==> src/rtl/dl_ram_pkg.sv <==
`default_nettype none
// ============================================================================
// Module   : dl_ram_pkg
// Purpose  : Shared types and width helpers for the downlink multi-bank RAM
//            frame writer (state encoding, default sync word, width math).
// Revision : 1.0 - initial release
// ============================================================================
package dl_ram_pkg;

    // Writer FSM states; frame drop is a flag carried alongside ST_SYNC.
    typedef enum logic [1:0] {
        ST_IDLE  = 2'd0,
        ST_SYNC  = 2'd1,
        ST_WRITE = 2'd2,
        ST_DONE  = 2'd3
    } dl_state_e;

    localparam logic [7:0] C_SYNC_BYTE_DEF = 8'h47;

    // Width of a per-bank length field able to hold 0..frame_len.
    function automatic int len_w(input int frame_len);
        return $clog2(frame_len + 1);
    endfunction

    // Width of the flat RAM write address across all banks.
    function automatic int addr_w(input int num_banks, input int bank_depth);
        return $clog2(num_banks * bank_depth);
    endfunction

    // Width of a bank index (at least one bit).
    function automatic int idx_w(input int num_banks);
        return (num_banks < 2) ? 1 : $clog2(num_banks);
    endfunction

endpackage : dl_ram_pkg
`default_nettype wire

==> src/rtl/dl_bank_alloc.sv <==
`default_nettype none
// ============================================================================
// Module   : dl_bank_alloc
// Purpose  : Bank occupancy flags for the downlink writer. Sets a bank's
//            full flag when a frame closes, clears it on the reader's done
//            pulse (set wins on collision), and finds the first free bank at
//            or after the round-robin pointer.
// Revision : 1.0 - initial release
// ============================================================================
module dl_bank_alloc
    import dl_ram_pkg::*;
#(
    parameter int NUM_BANKS = 2
) (
    input  logic                             clk,
    input  logic                             rst,
    input  logic [idx_w(NUM_BANKS)-1:0]      rr_ptr,
    input  logic                             set_en,
    input  logic [idx_w(NUM_BANKS)-1:0]      set_idx,
    input  logic [NUM_BANKS-1:0]             clr_vec,
    output logic [NUM_BANKS-1:0]             bank_full,
    output logic [idx_w(NUM_BANKS)-1:0]      free_idx,
    output logic                             any_free
);

    localparam int C_IDX_W = idx_w(NUM_BANKS);

    logic [NUM_BANKS-1:0] full_q;
    logic [NUM_BANKS-1:0] full_d;
    logic [NUM_BANKS-1:0] w_set_vec;

    // Next flags: clear consumed banks, then apply the set so it dominates.
    always_comb begin
        w_set_vec = '0;
        for (int i = 0; i < NUM_BANKS; i++) begin
            w_set_vec[i] = set_en && (set_idx == C_IDX_W'(i));
        end
        full_d = (full_q & ~clr_vec) | w_set_vec;
    end

    // Round-robin search: walk offsets from rr_ptr, wrapping at NUM_BANKS.
    always_comb begin
        logic [C_IDX_W:0] sum;
        logic [C_IDX_W-1:0] cand;
        sum      = '0;
        cand     = '0;
        any_free = 1'b0;
        free_idx = '0;
        for (int i = 0; i < NUM_BANKS; i++) begin
            sum = {1'b0, rr_ptr} + (C_IDX_W + 1)'(i);
            if (sum >= (C_IDX_W + 1)'(NUM_BANKS)) begin
                sum = sum - (C_IDX_W + 1)'(NUM_BANKS);
            end
            cand = sum[C_IDX_W-1:0];
            for (int j = 0; j < NUM_BANKS; j++) begin
                if (!any_free && !full_q[j] && (cand == C_IDX_W'(j))) begin
                    any_free = 1'b1;
                    free_idx = cand;
                end
            end
        end
    end

    // Occupancy flag register.
    always_ff @(posedge clk) begin
        if (rst) begin
            full_q <= '0;
        end else begin
            full_q <= full_d;
        end
    end

    assign bank_full = full_q;

endmodule : dl_bank_alloc
`default_nettype wire

==> src/rtl/dl_ram_wr_ctrl_mb.sv <==
`default_nettype none
// ============================================================================
// Module   : dl_ram_wr_ctrl_mb
// Purpose  : Downlink frame writer. Hunts SYNC_COUNT consecutive SYNC_BYTE
//            words, then writes one frame into a free bank of a multi-bank
//            RAM (round-robin pick), with per-bank length, idle-timeout
//            flush and dropped-frame accounting.
// Config   : DL_WR_DROP_CNT_EN - when defined, drop_cnt counts frames lost
//            for lack of a free bank; otherwise drop_cnt is tied to zero.
// Revision : 1.0 - initial release
// ============================================================================
module dl_ram_wr_ctrl_mb
    import dl_ram_pkg::*;
#(
    parameter int                 DATA_W      = 8,
    parameter int                 NUM_BANKS   = 2,
    parameter int                 BANK_DEPTH  = 64,
    parameter int                 FRAME_LEN   = 38,
    parameter logic [DATA_W-1:0]  SYNC_BYTE   = DATA_W'(C_SYNC_BYTE_DEF),
    parameter int                 SYNC_COUNT  = 2,
    parameter int                 TIMEOUT_MAX = 100000,
    parameter int                 DONE_HOLD   = 8
) (
    input  logic                                      clk,
    input  logic                                      rst,
    input  logic [DATA_W-1:0]                         in_data,
    input  logic                                      in_data_en,
    input  logic [NUM_BANKS-1:0]                      bank_rd_done,
    output logic [addr_w(NUM_BANKS, BANK_DEPTH)-1:0]  wr_addr,
    output logic [DATA_W-1:0]                         wr_data,
    output logic                                      wr_en,
    output logic                                      wr_active,
    output logic [NUM_BANKS-1:0]                      bank_full,
    output logic [NUM_BANKS*len_w(FRAME_LEN)-1:0]     bank_len,
    output logic                                      frame_done,
    output logic                                      timeout_flush,
    output logic [15:0]                               drop_cnt
);

    localparam int C_ADDR_W = addr_w(NUM_BANKS, BANK_DEPTH);
    localparam int C_LEN_W  = len_w(FRAME_LEN);
    localparam int C_IDX_W  = idx_w(NUM_BANKS);
    localparam int C_OFF_W  = $clog2(BANK_DEPTH);
    localparam int C_TMO_W  = $clog2(TIMEOUT_MAX + 1);
    localparam int C_HOLD_W = $clog2(DONE_HOLD + 1);

    localparam logic [2:0]          C_SYNC_LAST = 3'(SYNC_COUNT);
    localparam logic [C_LEN_W-1:0]  C_LEN_FULL  = C_LEN_W'(FRAME_LEN);
    localparam logic [C_LEN_W-1:0]  C_LAST_OFF  = C_LEN_W'(FRAME_LEN - 1);
    localparam logic [C_TMO_W-1:0]  C_TMO_LAST  = C_TMO_W'(TIMEOUT_MAX - 1);
    localparam logic [C_HOLD_W-1:0] C_HOLD_LAST = C_HOLD_W'(DONE_HOLD - 1);
    localparam logic [C_IDX_W-1:0]  C_IDX_LAST  = C_IDX_W'(NUM_BANKS - 1);

    dl_state_e              state_q, state_d;
    logic [2:0]             sync_cnt_q, sync_cnt_d;
    logic                   drop_q, drop_d;
    logic [C_IDX_W-1:0]     bank_q, bank_d;
    logic [C_LEN_W-1:0]     offset_q, offset_d;
    logic [C_TMO_W-1:0]     tmo_q, tmo_d;
    logic [C_HOLD_W-1:0]    hold_q, hold_d;
    logic [C_IDX_W-1:0]     rr_q, rr_d;
    logic                   wr_en_q, wr_en_d;
    logic [C_ADDR_W-1:0]    wr_addr_q, wr_addr_d;
    logic [DATA_W-1:0]      wr_data_q, wr_data_d;
    logic                   wr_active_q, wr_active_d;
    logic                   frame_done_q, frame_done_d;
    logic                   timeout_flush_q, timeout_flush_d;
    logic [C_LEN_W-1:0]     bank_len_q [NUM_BANKS];
    logic [C_LEN_W-1:0]     bank_len_d [NUM_BANKS];

    logic                   w_set_en;
    logic                   w_len_we;
    logic [C_LEN_W-1:0]     w_len_val;
    logic                   w_drop_inc;
    logic [C_IDX_W-1:0]     w_free_idx;
    logic                   w_any_free;

    // Bank base is a power of two, so the address is {bank, offset}.
    function automatic logic [C_ADDR_W-1:0] mk_addr(input logic [C_IDX_W-1:0] b,
                                                    input logic [C_LEN_W-1:0] off);
        return C_ADDR_W'({b, C_OFF_W'(off)});
    endfunction

    dl_bank_alloc #(
        .NUM_BANKS (NUM_BANKS)
    ) u_alloc (
        .clk       (clk),
        .rst       (rst),
        .rr_ptr    (rr_q),
        .set_en    (w_set_en),
        .set_idx   (bank_q),
        .clr_vec   (bank_rd_done),
        .bank_full (bank_full),
        .free_idx  (w_free_idx),
        .any_free  (w_any_free)
    );

    // Next-state, write strobes and frame-close bookkeeping.
    always_comb begin
        state_d         = state_q;
        sync_cnt_d      = sync_cnt_q;
        drop_d          = drop_q;
        bank_d          = bank_q;
        offset_d        = offset_q;
        tmo_d           = '0;
        hold_d          = hold_q;
        rr_d            = rr_q;
        wr_en_d         = 1'b0;
        wr_addr_d       = wr_addr_q;
        wr_data_d       = wr_data_q;
        frame_done_d    = 1'b0;
        timeout_flush_d = 1'b0;
        w_set_en        = 1'b0;
        w_len_we        = 1'b0;
        w_len_val       = offset_q;
        w_drop_inc      = 1'b0;

        case (state_q)
            ST_IDLE: begin
                if (in_data_en && (in_data == SYNC_BYTE)) begin
                    sync_cnt_d = 3'd1;
                    drop_d     = !w_any_free;
                    bank_d     = w_free_idx;
                    offset_d   = C_LEN_W'(1);
                    if (w_any_free) begin
                        wr_en_d   = 1'b1;
                        wr_addr_d = mk_addr(w_free_idx, '0);
                        wr_data_d = in_data;
                    end
                    if (SYNC_COUNT == 1) begin
                        if (w_any_free) begin
                            state_d = ST_WRITE;
                        end else begin
                            drop_d     = 1'b0;
                            w_drop_inc = 1'b1;
                        end
                    end else begin
                        state_d = ST_SYNC;
                    end
                end
            end

            ST_SYNC: begin
                if (in_data_en) begin
                    if (in_data == SYNC_BYTE) begin
                        sync_cnt_d = sync_cnt_q + 3'd1;
                        offset_d   = offset_q + C_LEN_W'(1);
                        if (!drop_q) begin
                            wr_en_d   = 1'b1;
                            wr_addr_d = mk_addr(bank_q, offset_q);
                            wr_data_d = in_data;
                        end
                        if ((sync_cnt_q + 3'd1) == C_SYNC_LAST) begin
                            if (drop_q) begin
                                state_d    = ST_IDLE;
                                drop_d     = 1'b0;
                                w_drop_inc = 1'b1;
                            end else begin
                                state_d = ST_WRITE;
                            end
                        end
                    end else begin
                        // Broken sync run: abandon partial writes, bank stays free.
                        state_d = ST_IDLE;
                        drop_d  = 1'b0;
                    end
                end
            end

            ST_WRITE: begin
                if (in_data_en) begin
                    wr_en_d   = 1'b1;
                    wr_addr_d = mk_addr(bank_q, offset_q);
                    wr_data_d = in_data;
                    if (offset_q == C_LAST_OFF) begin
                        state_d      = ST_DONE;
                        hold_d       = '0;
                        w_set_en     = 1'b1;
                        frame_done_d = 1'b1;
                        w_len_we     = 1'b1;
                        w_len_val    = C_LEN_FULL;
                        rr_d         = (bank_q == C_IDX_LAST) ? '0 : bank_q + C_IDX_W'(1);
                    end else begin
                        offset_d = offset_q + C_LEN_W'(1);
                    end
                end else if (tmo_q == C_TMO_LAST) begin
                    // Idle budget exhausted: close the partial frame as-is.
                    state_d         = ST_DONE;
                    hold_d          = '0;
                    w_set_en        = 1'b1;
                    frame_done_d    = 1'b1;
                    timeout_flush_d = 1'b1;
                    w_len_we        = 1'b1;
                    w_len_val       = offset_q;
                    rr_d            = (bank_q == C_IDX_LAST) ? '0 : bank_q + C_IDX_W'(1);
                end else begin
                    tmo_d = tmo_q + C_TMO_W'(1);
                end
            end

            ST_DONE: begin
                if (hold_q == C_HOLD_LAST) begin
                    state_d = ST_IDLE;
                end else begin
                    hold_d = hold_q + C_HOLD_W'(1);
                end
            end

            default: begin
                state_d = ST_IDLE;
            end
        endcase

        wr_active_d = (state_d != ST_IDLE) && !drop_d;
    end

    // Per-bank stored length, updated only when that bank's frame closes.
    always_comb begin
        for (int i = 0; i < NUM_BANKS; i++) begin
            bank_len_d[i] = (w_len_we && (bank_q == C_IDX_W'(i))) ? w_len_val : bank_len_q[i];
        end
    end

    // State and output registers.
    always_ff @(posedge clk) begin
        if (rst) begin
            state_q         <= ST_IDLE;
            sync_cnt_q      <= '0;
            drop_q          <= 1'b0;
            bank_q          <= '0;
            offset_q        <= '0;
            tmo_q           <= '0;
            hold_q          <= '0;
            rr_q            <= '0;
            wr_en_q         <= 1'b0;
            wr_addr_q       <= '0;
            wr_data_q       <= '0;
            wr_active_q     <= 1'b0;
            frame_done_q    <= 1'b0;
            timeout_flush_q <= 1'b0;
            for (int i = 0; i < NUM_BANKS; i++) begin
                bank_len_q[i] <= '0;
            end
        end else begin
            state_q         <= state_d;
            sync_cnt_q      <= sync_cnt_d;
            drop_q          <= drop_d;
            bank_q          <= bank_d;
            offset_q        <= offset_d;
            tmo_q           <= tmo_d;
            hold_q          <= hold_d;
            rr_q            <= rr_d;
            wr_en_q         <= wr_en_d;
            wr_addr_q       <= wr_addr_d;
            wr_data_q       <= wr_data_d;
            wr_active_q     <= wr_active_d;
            frame_done_q    <= frame_done_d;
            timeout_flush_q <= timeout_flush_d;
            for (int i = 0; i < NUM_BANKS; i++) begin
                bank_len_q[i] <= bank_len_d[i];
            end
        end
    end

    generate
        for (genvar g = 0; g < NUM_BANKS; g++) begin : g_len
            assign bank_len[g*C_LEN_W +: C_LEN_W] = bank_len_q[g];
        end
    endgenerate

`ifdef DL_WR_DROP_CNT_EN
    logic [15:0] drop_cnt_q, drop_cnt_d;

    // Saturating count of frames lost for lack of a free bank.
    always_comb begin
        drop_cnt_d = drop_cnt_q;
        if (w_drop_inc && (drop_cnt_q != 16'hFFFF)) begin
            drop_cnt_d = drop_cnt_q + 16'd1;
        end
    end

    // Drop counter register.
    always_ff @(posedge clk) begin
        if (rst) begin
            drop_cnt_q <= '0;
        end else begin
            drop_cnt_q <= drop_cnt_d;
        end
    end

    assign drop_cnt = drop_cnt_q;
`else
    logic w_unused_drop_inc;
    assign w_unused_drop_inc = w_drop_inc;
    assign drop_cnt          = 16'h0000;
`endif

    assign wr_en         = wr_en_q;
    assign wr_addr       = wr_addr_q;
    assign wr_data       = wr_data_q;
    assign wr_active     = wr_active_q;
    assign frame_done    = frame_done_q;
    assign timeout_flush = timeout_flush_q;

endmodule : dl_ram_wr_ctrl_mb
`default_nettype wire

==> config.mk <==
export PLATFORM = sky130hd
export DESIGN_NAME = dl_ram_wr_ctrl_mb
export DESIGN_NICKNAME = d
export VERILOG_FILES = /design/src/rtl/dl_ram_pkg.sv /design/src/rtl/dl_bank_alloc.sv /design/src/rtl/dl_ram_wr_ctrl_mb.sv
export SDC_FILE = /design/constraint.sdc
export NUM_CORES = 1
export LEC_CHECK = 0
export CORE_MARGIN = 5
export CORE_UTILIZATION = 57
export CTS_CLUSTER_SIZE = 12
export DETAILED_ROUTE_END_ITERATION = 10
export DONT_BUFFER_PORTS = 1
export MAX_ROUTING_LAYER = met4
export PLACE_DENSITY = 0.75
export SLEW_MARGIN = 20
export SYNTH_ARGS = -nofsm -noshare
export SYNTH_HDL_FRONTEND = slang
export SYNTH_HIERARCHICAL = 1
export SYNTH_SLANG_ARGS = --single-unit
==> constraint.sdc <==
create_clock -name clk -period 1.9 [get_ports clk]
set_clock_uncertainty 0.05 [all_clocks]
set_input_delay 0.38 -clock clk [delete_from_list [all_inputs] [get_ports clk]]
set_output_delay 0.38 -clock clk [all_outputs]
set_load 0.05 [all_outputs]
Yosys cells after proc, flatten, opt, wreduce, memory -nomap -nowiden
Memories as Yosys holds them, arrays and structs flattened. Index checks and enable logic that the tools add are counted.

$add $sub $neg: 8. Magnitude comparators: 2. Eq/ne operators: 19. Multiplexer cells: 79. Bitwise gates (word level): 9. Reductions and logical operators: 32.

Operators with widths (count): $mux 6 (12); $mux 8 (6); $mux 7 (6); $mux 1 (31); $pmux 8 s3 (1); $pmux 7 s3 (1); $mux 2 (9); $pmux 6 s3 (1); $add 17x1->17 const B (1); $eq 17x17->1 const B (1); $mux 4 (4); $ne 2x2->1 const B (8); $logic_and 1x1->1 (11); $mux 3 (3); $eq 8x7->1 const B (1); $pmux 2 s4 (1); $pmux 4 s2 (1); $reduce_and 4->1 (2); $reduce_bool 2->1 (4); $logic_not 1->1 (7); $reduce_and 7->1 (1); $add 6x1->6 const B (1); $eq 6x6->1 const B (1); $ne 3x3->1 const B (2); 27 further kinds (33).

Bits in registers: 56. Memory bits (writable): 12. Input bits: 13. Output and inout bits: 49. Logic and storage cells: 165. Memories kept: 1.

Memories: bank_len_q (depth 2, bits a word 6, read ports 2, clocked after Yosys merged registers in 0, write ports 2, line dl_ram_wr_ctrl_mb.sv:68) `logic [C_LEN_W-1:0] bank_len_q [NUM_BANKS];`.

Depth between registers and ports, before layout
Word-level depth: 22. Depth in mapped cells: 9. Depth with buffers taken out: 8.

Hierarchy
Netlist, hierarchy kept.

Modules (own cells, without submodules): dl_ram_wr_ctrl_mb (instances 1, cells an instance 354, area an instance 3150.5 um2, seq. area each 1321.3 um2); dl_bank_alloc (instances 1, cells an instance 11, area an instance 83.8 um2, seq. area each 40.0 um2).

Worst setup path after synthesis
Ideal clock, no wire load.

Kind: reg-to-reg. Start: register state_q[1]. End: register wr_data_q[0] (netlist: wr_data[0]). Library setup time: 0.128 ns. Data arrival time: 1.835 ns. Data required time: 1.722 ns. Slack: -0.113 ns. Cell stages (with the launch flop): 9. Buffers on the path: 2. Clock period less this slack: 2.013 ns. Path through: dfxtp_1 inv_1 ha_1 clkbuf_1 or2_2 a221oi_2 buf_4 mux2i_1 nor2_1.

Word-level cells in the longest chain between the ends: 3. Elaborated cells on any way between the ends: 12. Classes of those cells: eq/ne (8); mux (1); reduce/logical (3).

Ends and longest elaborated chain: start: declaration (line dl_ram_wr_ctrl_mb.sv:54) `dl_state_e state_q, state_d;`; start signal: assignment (line dl_ram_wr_ctrl_mb.sv:245) `state_q <= state_d;`; $eq 2x1->1, or another cell as far along (line dl_ram_wr_ctrl_mb.sv:118) `case (state_q)`; $ne 2x2->1 (no source line) or $reduce_bool 3->1 (tied branches); $reduce_and 7->1 (no source line); end signal: assignment (line dl_ram_wr_ctrl_mb.sv:255) `wr_data_q <= wr_data_d;`; end: declaration (line dl_ram_wr_ctrl_mb.sv:64) `logic [DATA_W-1:0] wr_data_q, wr_data_d;`.

Parallel ways exist; a longest one is shown, timed or not. A chain may end at the register's enable or synchronous reset.

Final worst setup path
Start: register tmo_q[1]. End: register hold_q[2].

Word-level cells in the longest chain between the ends: 3.

Ends and longest elaborated chain: start: declaration (line dl_ram_wr_ctrl_mb.sv:59) `logic [C_TMO_W-1:0] tmo_q, tmo_d;`; start signal: assignment (line dl_ram_wr_ctrl_mb.sv:250) `tmo_q <= tmo_d;`; $eq 17x17->1 (line dl_ram_wr_ctrl_mb.sv:186) `end else if (tmo_q == C_TMO_LAST) begin`; $ne 3x3->1 (no source line); $reduce_and 4->1 (no source line); end signal: assignment (line dl_ram_wr_ctrl_mb.sv:251) `hold_q <= hold_d;`; end: declaration (line dl_ram_wr_ctrl_mb.sv:60) `logic [C_HOLD_W-1:0] hold_q, hold_d;`.

No other way between the ends.

==> flow_metrics.env <==
export IMPL_status="complete, no violations"
export IMPL_start_kind="register"
export IMPL_track_usage=0.212
export IMPL_yosysWarnings=6
export IMPL_htree_levels=3
export IMPL_drv_slew=0
export IMPL_syn_area_per_cell_um2=8.86
export IMPL_die_y_um=85.3
export IMPL_worstSkewPairLatency_ps=340
export IMPL_seq_power_share=0.502
export IMPL_p_switching_w=0.000807
export IMPL_cellLeakagePower_nw=1.52
export IMPL_finalCriticalPeriod_ps=1860
export IMPL_end_kind="register"
export IMPL_fillers=410
export IMPL_viasPerCell=5.57
export IMPL_ys_flop_type="dfxtp_1"
export IMPL_cell_internal_pwr_w=0.00224
export IMPL_worstSetupPathType="register to register"
export IMPL_layout_area_overhead_vs_synth_pct=23.4
export IMPL_clk_pin_slew_ps=70
export IMPL_core_um2=5510
export IMPL_drt_first_pass_iters=4
export IMPL_ios=62
export IMPL_wire_per_inst_um=15.7
export IMPL_grt_overflow=0
export IMPL_final_antenna_net_count=0
export IMPL_crit_required_ps=2070
export IMPL_worstPathMaxFanout=4
export IMPL_cts_sinks=68
export IMPL_nNetsFinal=435
export IMPL_portBuffers=0
export IMPL_postSynthCellCount=365
export IMPL_row_count=27
export IMPL_cts_root_buf="clkbuf_8"
export IMPL_hpwl_um=5250
export IMPL_pre_cts_ws_ps=-67.2
export IMPL_setup_viol=0
export IMPL_num_vias=2714
export IMPL_pwr_share_comb=0.111
export IMPL_insertedDiodeCount=0
export IMPL_numCtsBuffers=9
export IMPL_drc=0
export IMPL_antenna_found_initial=0
export IMPL_netlist_cell_type_count=54
export IMPL_dpl_cell_area_um2=3580
export IMPL_die_w_um=85.3
export IMPL_crit_arrival_ps=2030
export IMPL_drt_initial_drc_count=140
export IMPL_hold_ws_ps=54.0
export IMPL_ys_seq_area_frac=0.421
export IMPL_fmax_ghz=0.537
export IMPL_pwr_share_clk=0.387
export IMPL_cts_tree="built"
export IMPL_fin_crit_sh=0.981
export IMPL_ir_drop_mv=0.539
export IMPL_cts_hold_buffers=0
export IMPL_hold_class="input port to register"
export IMPL_synthTopCellsByArea="dfxtp_1 42%, mux2i_1 5.3%, nor2_1 5.1%"
export IMPL_wl_um=7640
export IMPL_worst_slack_ps=36.2
export IMPL_rsz0062_at_grt="yes"
export IMPL_slew_headroom=0.632
export IMPL_grt_pass1_vias=2504
export IMPL_max_clock_path_buffers=2
export IMPL_postLayoutCellArea_um2=3990
export IMPL_netlist_area_um2=3230
export IMPL_cap_violations=0
export IMPL_synthArstFlopShare=0
export IMPL_swShare=0.265
export IMPL_grt_max_degree=34
export IMPL_yosys_area_top_type="dfxtp_1"
export IMPL_tightestPinTransition_ps=551
export IMPL_finalHoldViolCount=0
export IMPL_drive_gt1_frac=0.272
export IMPL_start_util=0.587
export IMPL_die_area_um2=7280
export IMPL_grt_pass1_wl_um=11800
export IMPL_synth_edf_count=0
export IMPL_place_gp_congestion=0.897
export IMPL_yosys_area_top_type_share=0.421
export IMPL_ys_ff_latch=68
export IMPL_p_per_area_nw_per_um2=764
-- per-stage QoR --
step / instances / TNS, ps / power, W / utilization
global placement: 466 / -44.5 / 0.00185 / 0.649
CTS: 481 / 0 / 0.00303 / 0.695
global route: 487 / -276 / 0.00317 / 0.725
floorplan: 380 / -49.5 / 0.00182 / -
finish: 487 / 0 / 0.00305 / 0.725
detailed placement: 466 / -638 / 0.00185 / 0.649
-- critical path, cell delays in order, from the launching register on --
cell and delay (ps):
dfxtp_1 340, ha_2 180, and4_4 250, nand4_1 200, o21a_2 320, o31ai_2 300
nor2_1 100
-- kinds of logic (layout without fill, tap and decap cells) --
| family | after synthesis | count (layout) | synth area share |
|---|---|---|---|
| AO/OA/AOI/OAI | 53 | 53 | 0.118 |
| XOR/XNOR | 21 | 21 | 0.0569 |
| adder cells (fa/ha/maj) | 10 | 10 | 0.0387 |
| buffers and inverters | 42 | 77 | 0.0700 |
| flip-flops | 68 | 68 | 0.421 |
| multiplexers | 17 | 17 | 0.0526 |
| other | 1 | 16 | 0.00116 |
| AND/OR/NAND/NOR | 153 | 153 | 0.242 |
-- registers in the layout, summed over array words and instances (netlist names), 2 cells and up --
name	cells
bank_len_q	12
state_q	2
offset_q	6
sync_cnt_q	3
tmo_q	17
hold_q	4
wr_addr	7
wr_data	8
u_alloc/bank_full	2
-- Yosys cell counts, types with 3 or more instances --
| master | number |
|---|---|
| dfxtp_1 | 68 |
| nor2_1 | 44 |
| nand2_1 | 26 |
| nand3_1 | 24 |
| buf_4 | 18 |
| mux2i_1 | 17 |
| a21oi_1 | 16 |
| xor2_1 | 15 |
| clkbuf_1 | 12 |
| nand2b_1 | 12 |
| nor3_1 | 12 |
| inv_1 | 11 |
| ha_1 | 10 |
| nand4_1 | 8 |
| a31o_2 | 6 |
| xnor2_1 | 6 |
| and3_1 | 5 |
| o21ai_0 | 5 |
| o21a_1 | 3 |
-- timing repair --
| item | in CTS | in global routing |
|---|---|---|
| pin swaps | 3 | 14 |
| gates cloned | 0 | 1 |
| setup endpoints to repair | 19 | 34 |
| resized for setup | 12 | 31 |
| endpoints found under the hold margin | 0 | 0 |
| buffers inserted | 1 | 5 |
-- per-layer routing --
metal | share of wire | wire length [µm] | up-vias | global-route usage
li1 | - | - | 1343 | -
met1 | 0.43 | 3320 | 1278 | 0.274
met2 | 0.48 | 3650 | 81 | 0.314
met3 | 0.066 | 506 | 12 | 0.0369
met4 | 0.021 | 163 | 0 | 0.112
met5 | 0 | 0 | - | -
-- placed cells by master (no fill, tap or decap), drive strengths merged, types with 3 or more instances in the layout --
master  instances
nand2          26
inv            11
nor2           44
nor3           12
mux2i          17
o21a            3
o21ai           7
dfxtp          68
xnor2           6
xor2           15
ha             10
nand2b         12
a31o            6
a21oi          16
nand3          25
and3            5
conb           16
buf            52
clkbuf         12
nand4           8
-- power by group through the flow --
stage	Clock, W	Combinational, W	Sequential (W)
final	0.00118	0.000338	0.00153
after global placement	0	0.000284	0.00156
after detailed placement	0	0.000288	0.00156
after floorplan	0	0.000258	0.00156
after global routing	0.00127	0.000364	0.00153
after CTS	0.00119	0.000303	0.00153
-- final timing paths --
kind                                    start            end  slack, ps  cells after the start
worst max-delay path                 tmo_q[1]      hold_q[2]         40                      6
worst min-delay path                      rst     state_q[1]         50                      1
worst max register to register       tmo_q[1]      hold_q[2]         40                      6
worst min register to register  sync_cnt_q[2]  sync_cnt_q[2]        450                      2
-- cell type report --
class,count,area [µm²],share of cell area
clock buffers,12,155,0.0389
clock inverters,2,35.0,0.00878
inverters,11,43.8,0.0110
multi-input cells,270,1880,0.470
flip-flops and latches,68,1370,0.343
well taps,72,90.1,0.0226
repair buffers,52,420,0.105
No activity file was read; power rests on OpenSTA's default activity.
